$ cat src/rtl/fifo_pkg.sv
`default_nettype none
// ============================================================================
// Module      : fifo_pkg
// Description : Shared sizing helpers for the sync_fifo block: ceiling log2,
//               storage depth and occupancy-counter width from ASIZE.
// Revision    : 1.0 - initial release
// ============================================================================
package fifo_pkg;

    // Ceiling log2; clog2(1) = 0.
    function automatic int clog2(input int value);
        int result;
        int v;
        result = 0;
        v      = value - 1;
        while (v > 0) begin
            result = result + 1;
            v      = v >> 1;
        end
        return result;
    endfunction

    // Number of words held by a FIFO with ASIZE-bit pointers.
    function automatic int fifo_depth(input int asize);
        return 1 << asize;
    endfunction

    // Width needed to count 0..DEPTH inclusive (ASIZE+1 bits).
    function automatic int fifo_level_w(input int asize);
        return clog2(fifo_depth(asize) + 1);
    endfunction

endpackage : fifo_pkg
`default_nettype wire

$ cat src/rtl/sync_fifo_if.sv
`default_nettype none
// ============================================================================
// Module      : sync_fifo_if
// Description : Producer/consumer bundle of the sync_fifo. The master modport
//               is the side that pushes/pops and programs thresholds; the
//               slave modport is the FIFO itself.
// Revision    : 1.0 - initial release
// ============================================================================
interface sync_fifo_if #(
    parameter int DSIZE = 32,
    parameter int ASIZE = 4
) ();
    logic             flush;
    logic             shift_in;
    logic [DSIZE-1:0] d_in;
    logic             shift_out;
    logic [DSIZE-1:0] d_out;
    logic             full;
    logic             almost_full;
    logic             empty;
    logic             almost_empty;
    logic [ASIZE:0]   af_thresh;
    logic [ASIZE:0]   ae_thresh;
    logic [ASIZE:0]   level;
    logic             overflow;
    logic             underflow;
    logic             clr_err;

    modport master (
        output flush, shift_in, d_in, shift_out, af_thresh, ae_thresh, clr_err,
        input  d_out, full, almost_full, empty, almost_empty, level,
               overflow, underflow
    );

    modport slave (
        input  flush, shift_in, d_in, shift_out, af_thresh, ae_thresh, clr_err,
        output d_out, full, almost_full, empty, almost_empty, level,
               overflow, underflow
    );
endinterface : sync_fifo_if
`default_nettype wire

$ cat src/rtl/fifo_ram.sv
`default_nettype none
// ============================================================================
// Module      : fifo_ram
// Description : DSIZE x DEPTH simple dual-port storage, one write port and one
//               read port. SYNC_READ=0 gives a combinational read, SYNC_READ=1
//               a read register loaded only when i_re is high. No reset: the
//               contents are only meaningful once written.
// Revision    : 1.0 - initial release
// ============================================================================
module fifo_ram
    import fifo_pkg::*;
#(
    parameter int DSIZE     = 32,
    parameter int ASIZE     = 4,
    parameter bit SYNC_READ = 1'b0
) (
    input  wire              clk,
    input  wire              i_we,
    input  wire  [ASIZE-1:0] i_waddr,
    input  wire  [DSIZE-1:0] i_wdata,
    input  wire              i_re,
    input  wire  [ASIZE-1:0] i_raddr,
    output logic [DSIZE-1:0] o_rdata
);
    localparam int c_DEPTH = fifo_depth(ASIZE);

    logic [DSIZE-1:0] mem_q [c_DEPTH];

    // Write port: store the word at the write address on an enabled edge.
    always_ff @(posedge clk) begin
        if (i_we) begin
            mem_q[i_waddr] <= i_wdata;
        end
    end

    generate
        if (SYNC_READ) begin : g_sync_read
            logic [DSIZE-1:0] rdata_q;

            // Registered read: the register doubles as the FIFO output stage,
            // so it only moves when the caller asks for the next word.
            always_ff @(posedge clk) begin
                if (i_re) begin
                    rdata_q <= mem_q[i_raddr];
                end
            end

            assign o_rdata = rdata_q;
        end else begin : g_async_read
            // Read enable has no meaning for a combinational read.
            logic unused_re;
            assign unused_re = i_re;
            assign o_rdata   = mem_q[i_raddr];
        end
    endgenerate

endmodule : fifo_ram
`default_nettype wire

$ cat src/rtl/sync_fifo.sv
`default_nettype none
// ============================================================================
// Module      : sync_fifo
// Description : Single-clock first-word-fall-through FIFO. Occupancy is a
//               dedicated counter (never pointer comparison), almost flags
//               are programmable compares on that counter, flush clears the
//               contents, overflow/underflow are sticky until clr_err.
//               PIPELINED=1 registers the RAM read into a prefetch output
//               stage with its own valid bit.
// Revision    : 1.0 - initial release
// ============================================================================
module sync_fifo
    import fifo_pkg::*;
#(
    parameter int DSIZE     = 32,
    parameter int ASIZE     = 4,
    parameter bit PIPELINED = 1'b0
) (
    input  wire        clk,
    input  wire        res,
    sync_fifo_if.slave bus
);
    localparam int c_DEPTH = fifo_depth(ASIZE);
    localparam int c_LVL_W = fifo_level_w(ASIZE);

    typedef logic [c_LVL_W-1:0] level_t;
    typedef logic [ASIZE-1:0]   ptr_t;

    localparam level_t c_LVL_FULL = level_t'(c_DEPTH);

    // Registered state
    ptr_t   wptr_q;
    ptr_t   wptr_d;
    ptr_t   rptr_q;
    ptr_t   rptr_d;
    level_t level_q;
    level_t level_d;
    logic   overflow_q;
    logic   overflow_d;
    logic   underflow_q;
    logic   underflow_d;

    // Combinational decode
    logic             w_full;
    logic             w_empty;
    logic             w_wr_acc;
    logic             w_pop_acc;
    logic             w_ovf_evt;
    logic             w_unf_evt;
    logic             w_load;
    logic [DSIZE-1:0] w_ram_rdata;

    assign w_full = (level_q == c_LVL_FULL);

    // flush swallows both requests, so neither can raise an error flag.
    assign w_wr_acc  = bus.shift_in  && !w_full  && !bus.flush;
    assign w_pop_acc = bus.shift_out && !w_empty && !bus.flush;
    assign w_ovf_evt = bus.shift_in  &&  w_full  && !bus.flush;
    assign w_unf_evt = bus.shift_out &&  w_empty && !bus.flush;

    generate
        if (PIPELINED) begin : g_prefetch
            logic   out_valid_q;
            logic   out_valid_d;
            level_t w_ram_cnt;

            // Words still sitting in RAM behind the output register.
            assign w_ram_cnt = level_q - level_t'(out_valid_q);

            // Refill the output stage whenever it is empty or being consumed
            // and the RAM has something queued; this keeps 1 word/cycle.
            assign w_load  = (!out_valid_q || w_pop_acc) && (w_ram_cnt != '0)
                             && !bus.flush;
            assign w_empty = !out_valid_q;

            // Next-state of the output-stage valid bit.
            always_comb begin
                out_valid_d = out_valid_q;
                if (bus.flush) begin
                    out_valid_d = 1'b0;
                end else if (w_load) begin
                    out_valid_d = 1'b1;
                end else if (w_pop_acc) begin
                    out_valid_d = 1'b0;
                end
            end

            // Output-stage valid flop.
            always_ff @(posedge clk or posedge res) begin
                if (res) begin
                    out_valid_q <= 1'b0;
                end else begin
                    out_valid_q <= out_valid_d;
                end
            end
        end else begin : g_direct
            // The head of the RAM is the output; the read pointer moves on
            // every accepted pop.
            assign w_load  = w_pop_acc;
            assign w_empty = (level_q == '0);
        end
    endgenerate

    // Next-state for pointers, occupancy and sticky error flags.
    always_comb begin
        wptr_d      = wptr_q;
        rptr_d      = rptr_q;
        level_d     = level_q;
        // A fresh error event in the clearing cycle keeps the flag set.
        overflow_d  = (overflow_q  && !bus.clr_err) || w_ovf_evt;
        underflow_d = (underflow_q && !bus.clr_err) || w_unf_evt;

        if (bus.flush) begin
            wptr_d  = '0;
            rptr_d  = '0;
            level_d = '0;
        end else begin
            if (w_wr_acc) begin
                wptr_d = wptr_q + ptr_t'(1);
            end
            if (w_load) begin
                rptr_d = rptr_q + ptr_t'(1);
            end
            case ({w_wr_acc, w_pop_acc})
                2'b10:   level_d = level_q + level_t'(1);
                2'b01:   level_d = level_q - level_t'(1);
                default: level_d = level_q;
            endcase
        end
    end

    // State registers; reset is asynchronous so outputs clear immediately.
    always_ff @(posedge clk or posedge res) begin
        if (res) begin
            wptr_q      <= '0;
            rptr_q      <= '0;
            level_q     <= '0;
            overflow_q  <= 1'b0;
            underflow_q <= 1'b0;
        end else begin
            wptr_q      <= wptr_d;
            rptr_q      <= rptr_d;
            level_q     <= level_d;
            overflow_q  <= overflow_d;
            underflow_q <= underflow_d;
        end
    end

    fifo_ram #(
        .DSIZE     (DSIZE),
        .ASIZE     (ASIZE),
        .SYNC_READ (PIPELINED)
    ) u_ram (
        .clk     (clk),
        .i_we    (w_wr_acc),
        .i_waddr (wptr_q),
        .i_wdata (bus.d_in),
        .i_re    (w_load),
        .i_raddr (rptr_q),
        .o_rdata (w_ram_rdata)
    );

    // Blank the data bus while nothing is valid; this also gives d_out=0
    // out of reset even though the RAM itself is never cleared.
    assign bus.d_out        = w_empty ? '0 : w_ram_rdata;
    assign bus.empty        = w_empty;
    assign bus.full         = w_full;
    assign bus.level        = level_q;
    assign bus.almost_full  = (level_q >= bus.af_thresh);
    assign bus.almost_empty = (level_q <= bus.ae_thresh);
    assign bus.overflow     = overflow_q;
    assign bus.underflow    = underflow_q;

endmodule : sync_fifo
`default_nettype wire

$ cat src/flat_wrapper.sv
// flat-port wrapper written by rule: the top's interface ports become plain ports
module sync_fifo_flat import fifo_pkg::*;
#(
    parameter int DSIZE     = 32,
    parameter int ASIZE     = 4,
    parameter bit PIPELINED = 1'b0
)
  (clk, res, bus_flush, bus_shift_in, bus_d_in, bus_shift_out, bus_af_thresh, bus_ae_thresh, bus_clr_err, bus_d_out, bus_full, bus_almost_full, bus_empty, bus_almost_empty, bus_level, bus_overflow, bus_underflow);
  sync_fifo_if #(.DSIZE(DSIZE), .ASIZE(ASIZE)) bus_i ();
  input  wire clk;
  input  wire res;
  input wire logic [$bits(bus_i.flush)-1:0] bus_flush;
  input wire logic [$bits(bus_i.shift_in)-1:0] bus_shift_in;
  input wire logic [$bits(bus_i.d_in)-1:0] bus_d_in;
  input wire logic [$bits(bus_i.shift_out)-1:0] bus_shift_out;
  input wire logic [$bits(bus_i.af_thresh)-1:0] bus_af_thresh;
  input wire logic [$bits(bus_i.ae_thresh)-1:0] bus_ae_thresh;
  input wire logic [$bits(bus_i.clr_err)-1:0] bus_clr_err;
  output wire logic [$bits(bus_i.d_out)-1:0] bus_d_out;
  output wire logic [$bits(bus_i.full)-1:0] bus_full;
  output wire logic [$bits(bus_i.almost_full)-1:0] bus_almost_full;
  output wire logic [$bits(bus_i.empty)-1:0] bus_empty;
  output wire logic [$bits(bus_i.almost_empty)-1:0] bus_almost_empty;
  output wire logic [$bits(bus_i.level)-1:0] bus_level;
  output wire logic [$bits(bus_i.overflow)-1:0] bus_overflow;
  output wire logic [$bits(bus_i.underflow)-1:0] bus_underflow;
  assign bus_i.flush = bus_flush;
  assign bus_i.shift_in = bus_shift_in;
  assign bus_i.d_in = bus_d_in;
  assign bus_i.shift_out = bus_shift_out;
  assign bus_i.af_thresh = bus_af_thresh;
  assign bus_i.ae_thresh = bus_ae_thresh;
  assign bus_i.clr_err = bus_clr_err;
  assign bus_d_out = bus_i.d_out;
  assign bus_full = bus_i.full;
  assign bus_almost_full = bus_i.almost_full;
  assign bus_empty = bus_i.empty;
  assign bus_almost_empty = bus_i.almost_empty;
  assign bus_level = bus_i.level;
  assign bus_overflow = bus_i.overflow;
  assign bus_underflow = bus_i.underflow;
  sync_fifo #(.DSIZE(DSIZE), .ASIZE(ASIZE), .PIPELINED(PIPELINED)) u_core (.clk(clk), .res(res), .bus(bus_i));
endmodule
$ cat config.mk
export PLATFORM = sky130hd
export DESIGN_NAME = sync_fifo_flat
export DESIGN_NICKNAME = d
export VERILOG_FILES = /design/src/rtl/fifo_pkg.sv /design/src/rtl/sync_fifo_if.sv /design/src/rtl/fifo_ram.sv /design/src/rtl/sync_fifo.sv /design/src/flat_wrapper.sv
export SDC_FILE = /design/constraint.sdc
export NUM_CORES = 1
export LEC_CHECK = 0
export CORE_MARGIN = 2
export CORE_UTILIZATION = 50
export CTS_CLUSTER_DIAMETER = 200
export DETAILED_ROUTE_END_ITERATION = 8
export PLACE_DENSITY = 0.78
export SYNTH_ARGS = -nofsm -noshare
export SYNTH_HDL_FRONTEND = slang
export SYNTH_SLANG_ARGS = --single-unit
$ cat constraint.sdc
create_clock -name clk -period 5.6 [get_ports clk]
set_input_delay 1.12 -clock clk [delete_from_list [all_inputs] [get_ports clk]]
set_output_delay 1.12 -clock clk [all_outputs]
set_load 0.005 [all_outputs]
Word level (Yosys, flattened, before mapping) --
Memory sizes are Yosys's and may differ from the RTL's. Cells that the tools add are included.
Word-level totals: word-level logic and storage cells 44, bits in writable memories 512, output and inout port bits 43, register bits 15, memories 1
Operators by class: mux-type cells 9, reductions and logical operators 20, equality and inequality tests 3, add/subtract/negate cells 4, magnitude comparators 2
Memory list:
- u_core.u_ram.mem_q | depth 16, width 32, read ports 1, clocked after Yosys merged registers in 0, write ports 1, RTL line fifo_ram.sv:27 | logic [DSIZE-1:0] mem_q [c_DEPTH];
Operators with widths (number):
- 32-bit two-way mux | 1
- 4-bit two-way mux | 4
- 1-bit logical AND | 10
- 5-bit case mux with 2 select lines | 1
- 4-bit by 1-bit adder with 4-bit output (second input constant) | 2
- 5-bit by 1-bit adder with 5-bit output (second input constant) | 1
- 5-bit equality test (second input constant) | 1
- 5-bit greater-or-equal comparator | 1
- 5-bit <= comparator | 1
- 5-bit zero test | 1
- 5-bit two-way mux | 1
- 5-bit by 1-bit subtractor with 5-bit output (second input constant) | 1
- 1-bit zero test | 4
- 2-bit nonzero test | 2
- 3-bit nonzero test | 1
- 2-bit by 1-bit equality test with 1-bit output (second input constant) | 1
- 2-bit equality test (second input constant) | 1
- 1-bit logical OR | 2
- 1-bit two-way mux | 2

Longest topological paths before layout --
depth after elaboration 7, gate-level depth with buffers 10

Hierarchy --
From an unflattened synthesis, not the netlist that was laid out.
Unflattened totals: cells, all modules 968, area, all modules 20584.7 µm²
By module, submodules not included:
- fifo_ram | times used 1, cells an instance 806, sequential area each 15374.7 µm², area each 19213.4 µm²
- sync_fifo | times used 1, cells an instance 162, sequential area each 375.4 µm², area each 1371.3 µm²

Least setup slack after synthesis --
No wires, ideal clock.
path type input-to-reg, start point input bus_flush, end point memory u_core.u_ram.mem_q[0][0], enable pin, arrival time 4017 ps, setup slack 1122 ps, data required time 5139 ps, path buffers 1, stages on the path 4, path through clkbuf_1 nor3b_1 nand2_1 nor3_1
On the way: cells in the longest elaborated chain, start to end 4
RTL lines:
- start, declared | RTL line flat_wrapper.sv:12 | input wire logic [$bits(bus_i.flush)-1:0] bus_flush;
- 1-bit zero test | RTL line sync_fifo.sv:56 | assign w_wr_acc = bus.shift_in && !w_full && !bus.flush;
- 1-bit logical AND | RTL line sync_fifo.sv:56
- 1-bit two-way mux | RTL line fifo_ram.sv:31 | if (i_we) begin
- 1-bit two-way mux (not written as such) | RTL line fifo_ram.sv:32 | mem_q[i_waddr] <= i_wdata;
- end, declared | RTL line fifo_ram.sv:27
Every way passes these cells.

Final worst setup path --
start point register u_core.rptr_q[0], end point output bus_d_out[15]
On the way: cells in the longest elaborated chain, start to end 2
RTL lines:
- start, declared | RTL line sync_fifo.sv:34 | ptr_t rptr_q;
- start signal, assigned | RTL line sync_fifo.sv:142 | rptr_q <= rptr_d;
- memory read 16 x 32 bit
- 32-bit two-way mux | RTL line sync_fifo.sv:165 | assign bus.d_out = w_empty ? '0 : w_ram_rdata;
- end, declared | RTL line flat_wrapper.sv:19 | output wire logic [$bits(bus_i.d_out)-1:0] bus_d_out;
Every way passes these cells.

==> impl_results.md <==
- Number of synthesized flops with an enable pin: between 500 and 600
- LEAKAGE: 0.007422 uW
- Port Buf Inserts: 90
- Yosys Warn Count: 0
- Clk sinks: between 500 and 600
- Syn_nets: between 900 and 1000
- Reg-to-reg slack, setup: 2350 ps
- Mapped Cells: around 900
- Netlist cell types: 40
- CP Capture Type: output port
- Post-detail-place hpwl: approximately 24000 um
- Max_cap viols: 0
- Post-route insts no fill: ~1600
- Worst Hold End: u_core.bus.overflow
- Yosys top cell area share: 74.56%
- Slowest stage delay, CP: just over 900 ps
- Pwr Total: 9855 uW
- Final setup margin: between 700 and 800 ps
- Vias in the first global route: 9997
- Die H: 207.1 um
- Largest net degree at the start of global routing: between 40 and 50
- Critical path class: reg -> out
- Cell count after placement: ~1500
- Seq cells post-synth: roughly 530
- Synth-to-layout area growth: 16.07%
- Initial DRC count: between 900 and 1000
- Share of layout cells above drive strength 1: between 20% and 30%
- Slew headroom: approximately 15%
- Worst Hold Class: reg -> reg
- Status: finished, final reports clean
- Crit path from: u_core.rptr_q[0]
- Share of async-settable or async-resettable flops after synthesis: ~2.8%
- Initial core utilization: between 50% and 60%
- Setup TNS: 0 ps
- Site Rows: 74
- WP data required: between 4000 and 5000 ps
- Worst r2r path cells: 6
- Vias: about 9500
- Seq/Total Area, Yosys: 76.38%
- First-pass GRT wire length: between 60000 and 70000 um
- Worst path cell trace: buf_4 -> mux4_2 -> mux4_2 -> nor2b_1 -> clkdlybuf4s50_1
- WP buf/inv: 2
- H-tree Lvls: 2
- Fin. Hold Viols: 0
- Clock latency at the later pin of the worst-skew pair: between 500 and 600 ps
- Top cells by area, synth: edfxtp_1 75%, mux4_2 17%, dfrtp_1 1.8%
- Slowest cell on crit path: dfrtp_4
- Grt total ovfl: 0
- Fin nets: roughly 1100
- Setup bufs post-CTS: 0
- Commonest non-fill, non-tap cell in the layout: edfxtp_1
- Hold wc startpoint: u_core.bus.overflow
- Most frequent cells in the layout: 512 x edfxtp_1, 160 x mux4_2, 90 x clkdlybuf4s50_1
- RSZ-0062 raised after global routing: false
- Worst R2R End: u_core.u_ram.mem_q[6][12]
- Crit path arrival time: about 3700 ps
- Vias per cell: 5.974
- Die ar.: about 43000 sq um
- Clk buf depth: 3
- Antenna fix cells: 0
- Most used cell, CP: mux4_2
- Final wirelength: roughly 42000 um
- Synth Flop Type: edfxtp_1
- Initial antenna violation count: 0
- Post-synth top area cell: edfxtp_1
- Min Clock Period, post-route: 4843 ps
- Root buffer cell: clkbuf_16
- Top delay family on crit path: multiplexers
- Max VDD drop: about 0.00028 V
- Worst-margin pin slew: 1272 ps
- Die span in x: roughly 210 um
- F_max: 0.2065 GHz
- Mapped cell area: 20620 sq um
- RR Startpoint: u_core.bus.level[2]
- Hold Slack: around 500 ps
- CTS tree: built
- Final ANT Viol Nets: 0
- Setup Skew: around 19 ps
- Pre-CTS setup slack: ~1300 ps
- Synth Area per Inst: between 20 and 25 sq um
- Avg WL per Cell: roughly 27 um
- Final GP Congestion: approximately 0.75
- Drt first pass iters: 5
- Clock slew at reported path FFs: about 60 ps
- Worst-path fanout max: 36
- Period Utilization, post-route: 86.48%
- Power Dens Cells: between 400 and 500 nW/um^2
- Hold_buf cts: 0
- Final setup fails: 0
- CP startpoint kind: flop
- Num CTS Buffers: 51
- CTS resizes: 0
- WHS Path Cells: 1
- Core area: about 41000 sq um
- I/O Pins: 91
- Slew Viols, Final: 0
- Overall Global Routing Usage: 20.03%
- Drt drc: 0
worst register-to-register path: stages, from the launching register on:
cell and delay [ps]:
dfrtp_1 580, nor4_2 150, and2_1 210, nor3b_1 470, nand2_1 360, nor2_4 830, buf_4 350
cells by family (layout without fill, tap and decap cells):
logic type | after synthesis | count (layout) | share of synthesized area, %
XOR/XNOR | 8 | 8 | 0.3398
AO/OA/AOI/OAI | 26 | 26 | 0.8798
adder cells (fa/ha/maj) | 17 | 17 | 1.031
AND/OR/NAND/NOR | 89 | 89 | 2.312
buffers and inverters | 62 | 225 | 1.274
multiplexers | 166 | 166 | 17.78
flip-flops | 527 | 527 | 76.38
worst max path at each step:
stage | endpoint | slack [ps] | depth (start not counted)
floorplan | u_core.u_ram.mem_q[0][0] | 1120 | 4
global placement | bus_almost_empty | 1320 | 9
detailed placement | bus_almost_empty | 1330 | 9
CTS | bus_d_out[15] | 660 | 5
global route | bus_d_out[15] | 550 | 5
finish | bus_d_out[15] | 760 | 5
final cells by class:
cell class | instances | area, sq um
Multi-Input combinational cell | 306 | 4726
Fill cell | 2812 | 16800
Clock buffer | 66 | 1333
Tap cell | 532 | 665.6
Clock inverter | 27 | 241.5
Timing Repair Buffer | 117 | 1154
Inverter | 15 | 56.30
Sequential cell | 527 | 15760
registers in the layout, indices dropped and copies added, names as in the netlist:
signal and flops:
u_core.wptr_q 4, u_core.u_ram.mem_q 512, u_core.bus.underflow 1, u_core.bus.level 5, u_core.bus.overflow 1, u_core.rptr_q 4
synth_stat cells, types with 4 or more instances:
library cell,count
nor2b_1,35
xor2_1,4
edfxtp_1,512
nor2_1,24
nor3_1,4
inv_1,15
ha_1,17
buf_1,12
xnor2_1,4
a21oi_1,5
nand2_1,10
dfrtp_1,15
a21o_1,4
clkbuf_1,18
o21ai_0,4
buf_2,15
mux4_2,160
stage by stage:
step	utilization, %	cell area (sq um)
after floorplan	-	20620
final	58.75	23940
after global routing	58.75	23940
after detailed placement	54.89	22360
after global placement	54.89	22360
after CTS	58.75	23940
power by group:
part | switching, uW | internal [uW]
Combinational | 858 | 1170
Clock | 1400 | 1860
Sequential | 159 | 4410
metal layers:
metal / global-route usage (%) / routed length [um] / up-vias
li1: - / - / 4008
met1: 27.23 / 16880 / 5073
met2: 33.93 / 22000 / 366
met3: 3.927 / 2732 / 52
met4: 4.606 / 724 / 0
met5: 0 / 0 / -
Note: power is estimated with default switching activity, not from simulation.
